$ cat src/rtl/gpio_proto_pkg.sv
// Shared definitions for the inter-FPGA GPIO message link (receive and transmit sides).
package gpio_proto_pkg;

  localparam int unsigned DATA_W = 32;
  localparam int unsigned BEATS  = 4;
  localparam int unsigned MSG_W  = DATA_W * BEATS;
  localparam int unsigned CNT_W  = 16;

  // Bit positions on the shared GPIO bank
  localparam int unsigned GpioDataLsb     = 0;
  localparam int unsigned GpioDataMsb     = 31;
  localparam int unsigned GpioClkBit      = 32;
  localparam int unsigned GpioDoneBit     = 33;
  localparam int unsigned GpioReadyBit    = 34;
  localparam int unsigned GpioReadyAltBit = 35;

  typedef enum logic [1:0] {
    StIdle,
    StRecv,
    StDoneChk,
    StGap
  } rx_state_e;

endpackage

$ cat src/rtl/gpio_msg_receiver_if.sv
// Signal bundle between the GPIO pins / local core and the message receiver.
interface gpio_msg_receiver_if
  import gpio_proto_pkg::*;
#(
  parameter int unsigned DATA_W = gpio_proto_pkg::DATA_W,
  parameter int unsigned BEATS  = gpio_proto_pkg::BEATS,
  parameter int unsigned CNT_W  = gpio_proto_pkg::CNT_W
);

  logic [DATA_W-1:0]       gpio_data;
  logic                    peer_ready;
  logic                    peer_done;
  logic [DATA_W*BEATS-1:0] message_in;
  logic                    msg_valid;
  logic                    msg_ready;
  logic                    ack_out;
  logic                    abort_err;
  logic                    frame_err;
  logic                    overflow;
  logic [CNT_W-1:0]        msg_count;

  // Peer pins plus the consuming core
  modport master (
    output gpio_data, peer_ready, peer_done, msg_ready,
    input  message_in, msg_valid, ack_out, abort_err, frame_err, overflow, msg_count
  );

  modport slave (
    input  gpio_data, peer_ready, peer_done, msg_ready,
    output message_in, msg_valid, ack_out, abort_err, frame_err, overflow, msg_count
  );

endinterface

$ cat src/rtl/gpio_rx_holding.sv
// One-entry message holding register with valid/ready drain and sticky overflow.
module gpio_rx_holding #(
  parameter int unsigned W = 128
) (
  input  logic         clock,
  input  logic         resetn,
  input  logic         load,
  input  logic [W-1:0] load_data,
  input  logic         ready,
  output logic [W-1:0] data,
  output logic         valid,
  output logic         overflow,
  output logic         accept
);

  logic [W-1:0] data_q;
  logic         valid_q;
  logic         overflow_q;

  // A slot freed by a same-cycle consume can take the new message
  assign accept = load & (~valid_q | ready);

  always_ff @(posedge clock) begin
    if (!resetn) begin
      data_q     <= '0;
      valid_q    <= 1'b0;
      overflow_q <= 1'b0;
    end else begin
      if (accept) begin
        data_q  <= load_data;
        valid_q <= 1'b1;
      end else if (valid_q && ready) begin
        valid_q <= 1'b0;
      end
      if (load && !accept) begin
        overflow_q <= 1'b1;
      end
    end
  end

  assign data     = data_q;
  assign valid    = valid_q;
  assign overflow = overflow_q;

endmodule

$ cat src/rtl/gpio_msg_receiver.sv
// Receive endpoint: assembles BEATS GPIO beats into a message, checks done, hands it to the core.
module gpio_msg_receiver
  import gpio_proto_pkg::*;
#(
  parameter int unsigned DATA_W = gpio_proto_pkg::DATA_W,
  parameter int unsigned BEATS  = gpio_proto_pkg::BEATS,
  parameter int unsigned CNT_W  = gpio_proto_pkg::CNT_W
) (
  input logic               clock,
  input logic               resetn,
  gpio_msg_receiver_if.slave bus
);

  localparam int unsigned MsgW = DATA_W * BEATS;
  localparam int unsigned IdxW = (BEATS > 1) ? $clog2(BEATS) : 1;
  localparam logic [IdxW-1:0] LastIdx = IdxW'(BEATS - 1);

  rx_state_e        state_q, state_d;
  logic [IdxW-1:0]  cnt_q, cnt_d;
  logic [MsgW-1:0]  beats_q, beats_d;
  logic             abort_q, abort_d;
  logic             frame_q, frame_d;
  logic             ack_q;
  logic [CNT_W-1:0] msg_count_q;
  logic             commit;
  logic             accept;

  always_comb begin
    state_d = state_q;
    cnt_d   = cnt_q;
    beats_d = beats_q;
    abort_d = 1'b0;
    frame_d = 1'b0;
    commit  = 1'b0;
    unique case (state_q)
      StIdle: begin
        if (bus.peer_ready) begin
          beats_d[DATA_W-1:0] = bus.gpio_data;
          cnt_d               = IdxW'(1);
          state_d             = StRecv;
        end
      end
      StRecv: begin
        if (bus.peer_ready) begin
          beats_d[int'(cnt_q)*DATA_W +: DATA_W] = bus.gpio_data;
          cnt_d = cnt_q + 1'b1;
          if (cnt_q == LastIdx) begin
            state_d = StDoneChk;
          end
        end else begin
          abort_d = 1'b1;
          cnt_d   = '0;
          state_d = StIdle;
        end
      end
      StDoneChk: begin
        commit  = bus.peer_done;
        frame_d = ~bus.peer_done;
        cnt_d   = '0;
        state_d = StGap;
      end
      StGap: begin
        // Peer must release ready before the next message can start
        if (!bus.peer_ready) begin
          state_d = StIdle;
        end
      end
      default: state_d = StIdle;
    endcase
  end

  always_ff @(posedge clock) begin
    if (!resetn) begin
      state_q     <= StIdle;
      cnt_q       <= '0;
      beats_q     <= '0;
      abort_q     <= 1'b0;
      frame_q     <= 1'b0;
      ack_q       <= 1'b0;
      msg_count_q <= '0;
    end else begin
      state_q <= state_d;
      cnt_q   <= cnt_d;
      beats_q <= beats_d;
      abort_q <= abort_d;
      frame_q <= frame_d;
      ack_q   <= accept;
      if (accept) begin
        msg_count_q <= msg_count_q + 1'b1;
      end
    end
  end

  gpio_rx_holding #(
    .W(MsgW)
  ) u_holding (
    .clock     (clock),
    .resetn    (resetn),
    .load      (commit),
    .load_data (beats_q),
    .ready     (bus.msg_ready),
    .data      (bus.message_in),
    .valid     (bus.msg_valid),
    .overflow  (bus.overflow),
    .accept    (accept)
  );

  assign bus.ack_out   = ack_q;
  assign bus.abort_err = abort_q;
  assign bus.frame_err = frame_q;
  assign bus.msg_count = msg_count_q;

endmodule
$ cat src/flat_wrapper.sv
// flat-port wrapper written by rule: the top's interface ports become plain ports
module gpio_msg_receiver_flat import gpio_proto_pkg::*;
#(
  parameter int unsigned DATA_W = gpio_proto_pkg::DATA_W,
  parameter int unsigned BEATS  = gpio_proto_pkg::BEATS,
  parameter int unsigned CNT_W  = gpio_proto_pkg::CNT_W
)
  (clock, resetn, bus_gpio_data, bus_peer_ready, bus_peer_done, bus_msg_ready, bus_message_in, bus_msg_valid, bus_ack_out, bus_abort_err, bus_frame_err, bus_overflow, bus_msg_count);
  gpio_msg_receiver_if #(.DATA_W(DATA_W), .BEATS(BEATS), .CNT_W(CNT_W)) bus_i ();
  input logic clock;
  input logic resetn;
  input wire logic [$bits(bus_i.gpio_data)-1:0] bus_gpio_data;
  input wire logic [$bits(bus_i.peer_ready)-1:0] bus_peer_ready;
  input wire logic [$bits(bus_i.peer_done)-1:0] bus_peer_done;
  input wire logic [$bits(bus_i.msg_ready)-1:0] bus_msg_ready;
  output wire logic [$bits(bus_i.message_in)-1:0] bus_message_in;
  output wire logic [$bits(bus_i.msg_valid)-1:0] bus_msg_valid;
  output wire logic [$bits(bus_i.ack_out)-1:0] bus_ack_out;
  output wire logic [$bits(bus_i.abort_err)-1:0] bus_abort_err;
  output wire logic [$bits(bus_i.frame_err)-1:0] bus_frame_err;
  output wire logic [$bits(bus_i.overflow)-1:0] bus_overflow;
  output wire logic [$bits(bus_i.msg_count)-1:0] bus_msg_count;
  assign bus_i.gpio_data = bus_gpio_data;
  assign bus_i.peer_ready = bus_peer_ready;
  assign bus_i.peer_done = bus_peer_done;
  assign bus_i.msg_ready = bus_msg_ready;
  assign bus_message_in = bus_i.message_in;
  assign bus_msg_valid = bus_i.msg_valid;
  assign bus_ack_out = bus_i.ack_out;
  assign bus_abort_err = bus_i.abort_err;
  assign bus_frame_err = bus_i.frame_err;
  assign bus_overflow = bus_i.overflow;
  assign bus_msg_count = bus_i.msg_count;
  gpio_msg_receiver #(.DATA_W(DATA_W), .BEATS(BEATS), .CNT_W(CNT_W)) u_core (.clock(clock), .resetn(resetn), .bus(bus_i));
endmodule
$ cat config.mk
export PLATFORM = sky130hd
export DESIGN_NAME = gpio_msg_receiver_flat
export DESIGN_NICKNAME = d
export VERILOG_FILES = /design/src/rtl/gpio_proto_pkg.sv /design/src/rtl/gpio_msg_receiver_if.sv /design/src/rtl/gpio_rx_holding.sv /design/src/rtl/gpio_msg_receiver.sv /design/src/flat_wrapper.sv
export SDC_FILE = /design/constraint.sdc
export NUM_CORES = 1
export LEC_CHECK = 0
export ABC_CLOCK_PERIOD_IN_PS = 2490
export BUFFER_PORTS_ARGS = -buffer_cell sky130_fd_sc_hd__buf_2
export CAP_MARGIN = 20
export CELL_PAD_IN_SITES_DETAIL_PLACEMENT = 0
export CELL_PAD_IN_SITES_GLOBAL_PLACEMENT = 1
export CORE_MARGIN = 5
export CORE_UTILIZATION = 41
export CTS_CLUSTER_SIZE = 14
export DETAILED_ROUTE_END_ITERATION = 8
export PLACE_DENSITY = 0.82
export SKIP_LAST_GASP = 1
export SYNTH_ARGS = -nofsm -noshare
export SYNTH_HDL_FRONTEND = slang
export SYNTH_SLANG_ARGS = --single-unit
$ cat constraint.sdc
create_clock -name clock -period 2.49 [get_ports clock]
set_input_delay 0.1245 -clock clock [delete_from_list [all_inputs] [get_ports clock]]
set_output_delay 0.1245 -clock clock [all_outputs]
set_load 0.005 [all_outputs]
==> flow_summary.yaml <==
outcome:
  status: "finished clean"
drt:
  vias: 8559
  routed_wl_mm: 26.8
  avgRoutedWirePerCell_um: 16.0
  first_pass_iters: 5
  drc_errors: 0
  ant_nets: 0
  drt-initial-drc-count: 498
  avgViaCountPerCell: 5.13
setup_path:
  critPathTopFamily: "flip-flops"
  worstPathCellList: "inv_1 -> ha_1 -> nor4bb_1 -> o211a_1 -> buf_4 -> a22oi_1 -> nor2_1"
  reg2reg_depth: 7
  crit_arrival_ns: 2.66
  reg2reg_from: "u_core.cnt_q[0]"
  reg2reg_slack_ns: 0.30
  path_max_fanout: 15
  cp-end-kind: "flip-flop"
  start_kind: "flip-flop"
  startpoint: "u_core.cnt_q[0]"
  crit_buf_inv: 2
  cp.required_ns: 2.95
  max_stage_delay_ns: 0.52
  r2r-end: "u_core.beats_q[30]"
  critPathSlowestCell: "dfxtp_1"
  crit_type: "flip-flop to flip-flop"
timing:
  finalHoldViolCount: 0
  worst_slew_pin_slew_ns: 0.528
  fin_tns_setup_ns: 0
  max_freq_ghz: 0.456
  min_period_ns: 2.19
  fin_skew_ns: 0.0103
  min_period_over_period_pct: 88.1
  slew_headroom_pct: 64.8
  fin_ws_ns: 0.297
  rsz0062_at_grt: "false"
  slew_viol_final: 0
  setup_viol: 0
global_route:
  use_met1_pct: 25.3
  grt.busiest_layer: "met2"
  grt_usage_pct: 18.8
  grt_pass1_wl_mm: 44.0
  overflow: 0
  antenna_found_initial: 0
  met2_usage_pct: 32.0
  grt_start_max_net_pins: 86
  use_met3_pct: 3.78
  grt_pass1_vias: 8215
clock_network:
  ctsRootBufferMaster: "clkbuf_16"
  cts_tree: "built"
  postCtsResizedCells: 0
  cts_buffers: 29
  clk-insertion-delay-late_ns: 0.53
  htreeDepth: 1
  clkSinkCount: 281
  ctsLongestPathBuffers: 3
  path_clk_slew_ns: 0.06
layout:
  diodes: 0
  layout_commonest_cell: "dfxtp_1"
  area_delta_synth_final_pct: 25.6
  drive_gt1_share_pct: 20.2
  nNetsFinal: 1374
  most-common-layout-cells: "dfxtp_1 (281), nand2_1 (268), buf_2 (185), nor2_1 (141), a21oi_1 (139)"
min_path:
  min_delay_worst_endpoint: "u_core.bus.frame_err"
  whs_path_depth: 3
  min_from: "bus_peer_done"
  hp-class: "primary input to flip-flop"
pwr:
  power.internal_mw: 7.20
  pwr-share-comb_pct: 4.6
  power.static_leakage_nw: 4.93
  max-vdd-ir-drop_uv: 382
  power.switching_mw: 2.00
  power_per_cell_area_nw_per_um2: 737
  swShare_pct: 21.7
  p_seq_share_pct: 49.8
  clkPwrFrac_pct: 45.6
placement:
  dp_hpwl_mm: 16.8
  gp_congestion: 0.749
  port_buffers: 185
  post-place-ws_ns: 0.313
synthesis:
  ys_seq_area_share_pct: 56.6
  yosys_warnings: 0
  synth_edf_count: 0
  ys_ff_latch: 281
  synth-async-reset-ratio_pct: 0
  syn_area_um2: 9940
  synth_cell_types: 42
  avgSynthCellArea_um2: 8.80
  synth_fp_nets: 1179
  synth_flop_cell: "dfxtp_1"
  syn_inst: 1130
floorplan:
  die_area_um2: 27500
  die_x_um: 166
  initial_core_util_pct: 41.2
  die_h_um: 166
  core-area_um2: 24100
  row_count: 57
  num_io_pins: 186
job:
  max_cap_violations: 0
==> Yosys cell counts (2+ instances only) <==
library cell / number / share of area, %
nand4_1: 4 / 0.25
nand2_1: 270 / 10
o31ai_1: 2 / 0.15
mux2i_1: 3 / 0.30
clkbuf_1: 42 / 1.6
or4_1: 2 / 0.15
or3_1: 3 / 0.19
buf_2: 30 / 1.5
or3_2: 2 / 0.15
a22oi_1: 128 / 9.7
mux2_2: 2 / 0.23
xnor2_1: 5 / 0.44
nor3_1: 4 / 0.20
nor4_1: 2 / 0.13
inv_1: 8 / 0.30
and3_1: 2 / 0.13
nand3_1: 6 / 0.30
dfxtp_1: 281 / 57
o21ai_0: 5 / 0.25
a21oi_1: 139 / 7.0
nor2_1: 142 / 5.4
buf_4: 9 / 0.68
ha_1: 12 / 1.5
xor2_1: 2 / 0.18
buf_6: 3 / 0.34
nand2b_1: 4 / 0.25
nor4b_4: 2 / 0.48
nand3_2: 2 / 0.20
==> how the worst max path moves through the flow <==
stage,slack (ns),depth (start not counted),end
floorplan,0.58,7,u_core.beats_q[10]
global placement,0.37,7,u_core.beats_q[25]
detailed placement,0.31,7,u_core.beats_q[25]
CTS,0.30,7,u_core.beats_q[16]
global route,0.13,7,u_core.beats_q[20]
finish,0.30,7,u_core.beats_q[30]
==> logic make-up (layout without fill, tap and decap cells) <==
kind of cell	Yosys count	in the layout	share of synthesized area [%]
DFF	281	281	56.6
buffers and inverters	94	310	4.49
xor gates and xnor gates	7	7	0.617
muxes	5	5	0.528
adders and majority gates	12	12	1.51
AOI/OAI and AO/OA	278	278	17.4
and+or+nand+nor	453	453	18.9
==> timing repair <==
| action | 4_1_cts | 5_1_grt |
|---|---|---|
| hold buffers | 36 | 0 |
| hold endpoints to repair | 133 | 0 |
| setup endpoints to repair | 0 | 0 |
| setup buffers | 0 | 0 |
==> power by group through the flow <==
stage / Combinational (mW) / Clock [mW] / Sequential, mW
final: 0.424 / 4.20 / 4.58
after global routing: 0.468 / 4.50 / 4.58
after CTS: 0.428 / 4.31 / 4.58
after detailed placement: 0.382 / 0 / 4.68
after global placement: 0.377 / 0 / 4.68
after floorplan: 0.233 / 0 / 4.67
==> sequential cells by signal, summed over array words and instances, names as in the netlist, named ones only <==
signal                     cells
u_core.cnt_q                   2
u_core.state_q                 1
u_core.bus.frame_err           1
u_core.u_holding.valid         1
u_core.beats_q               128
u_core.u_holding.data        128
u_core.bus.ack_out             1
u_core.u_holding.overflow      1
u_core.bus.msg_count          16
u_core.bus.abort_err           1
==> routing by layer <==
metal	vias up	routed length, µm
met2	206	12700
met3	26	1540
met4	0	301
li1	4204	-
met1	4123	12200
met5	-	0
==> layout make-up <==
class | instances | area, µm²
sequential | 281 | 5630
tap | 324 | 405
fill | 2403 | 11600
timing repair buffer | 249 | 1600
clock inverter | 9 | 98.8
clock buffer | 43 | 828
inverter | 9 | 41.3
multi-input combinational | 755 | 3890
==> metrics by stage <==
stage | instances | power (mW) | hold slack (ns) | instance area, µm² | util, %
after floorplan | 1130 | 4.90 | 0.201 | 9940 | -
after global placement | 1582 | 5.06 | 0.366 | 11200 | 46.5
after detailed placement | 1582 | 5.06 | 0.339 | 11200 | 46.5
after CTS | 1670 | 9.32 | 0.336 | 12500 | 51.8
after global routing | 1670 | 9.55 | 0.380 | 12500 | 51.8
final | 1670 | 9.20 | 0.388 | 12500 | 51.8
==> worst reg2reg max path, delay by kind of cell (launching register included) <==
family	cells	cell delay (ns)
buffers and inverters	2	0.47
DFF	1	0.52
and+or+nand+nor	2	0.41
AOI/OAI and AO/OA	2	0.29
adders and majority gates	1	0.44
No activity file was read; power rests on OpenSTA's default activity.
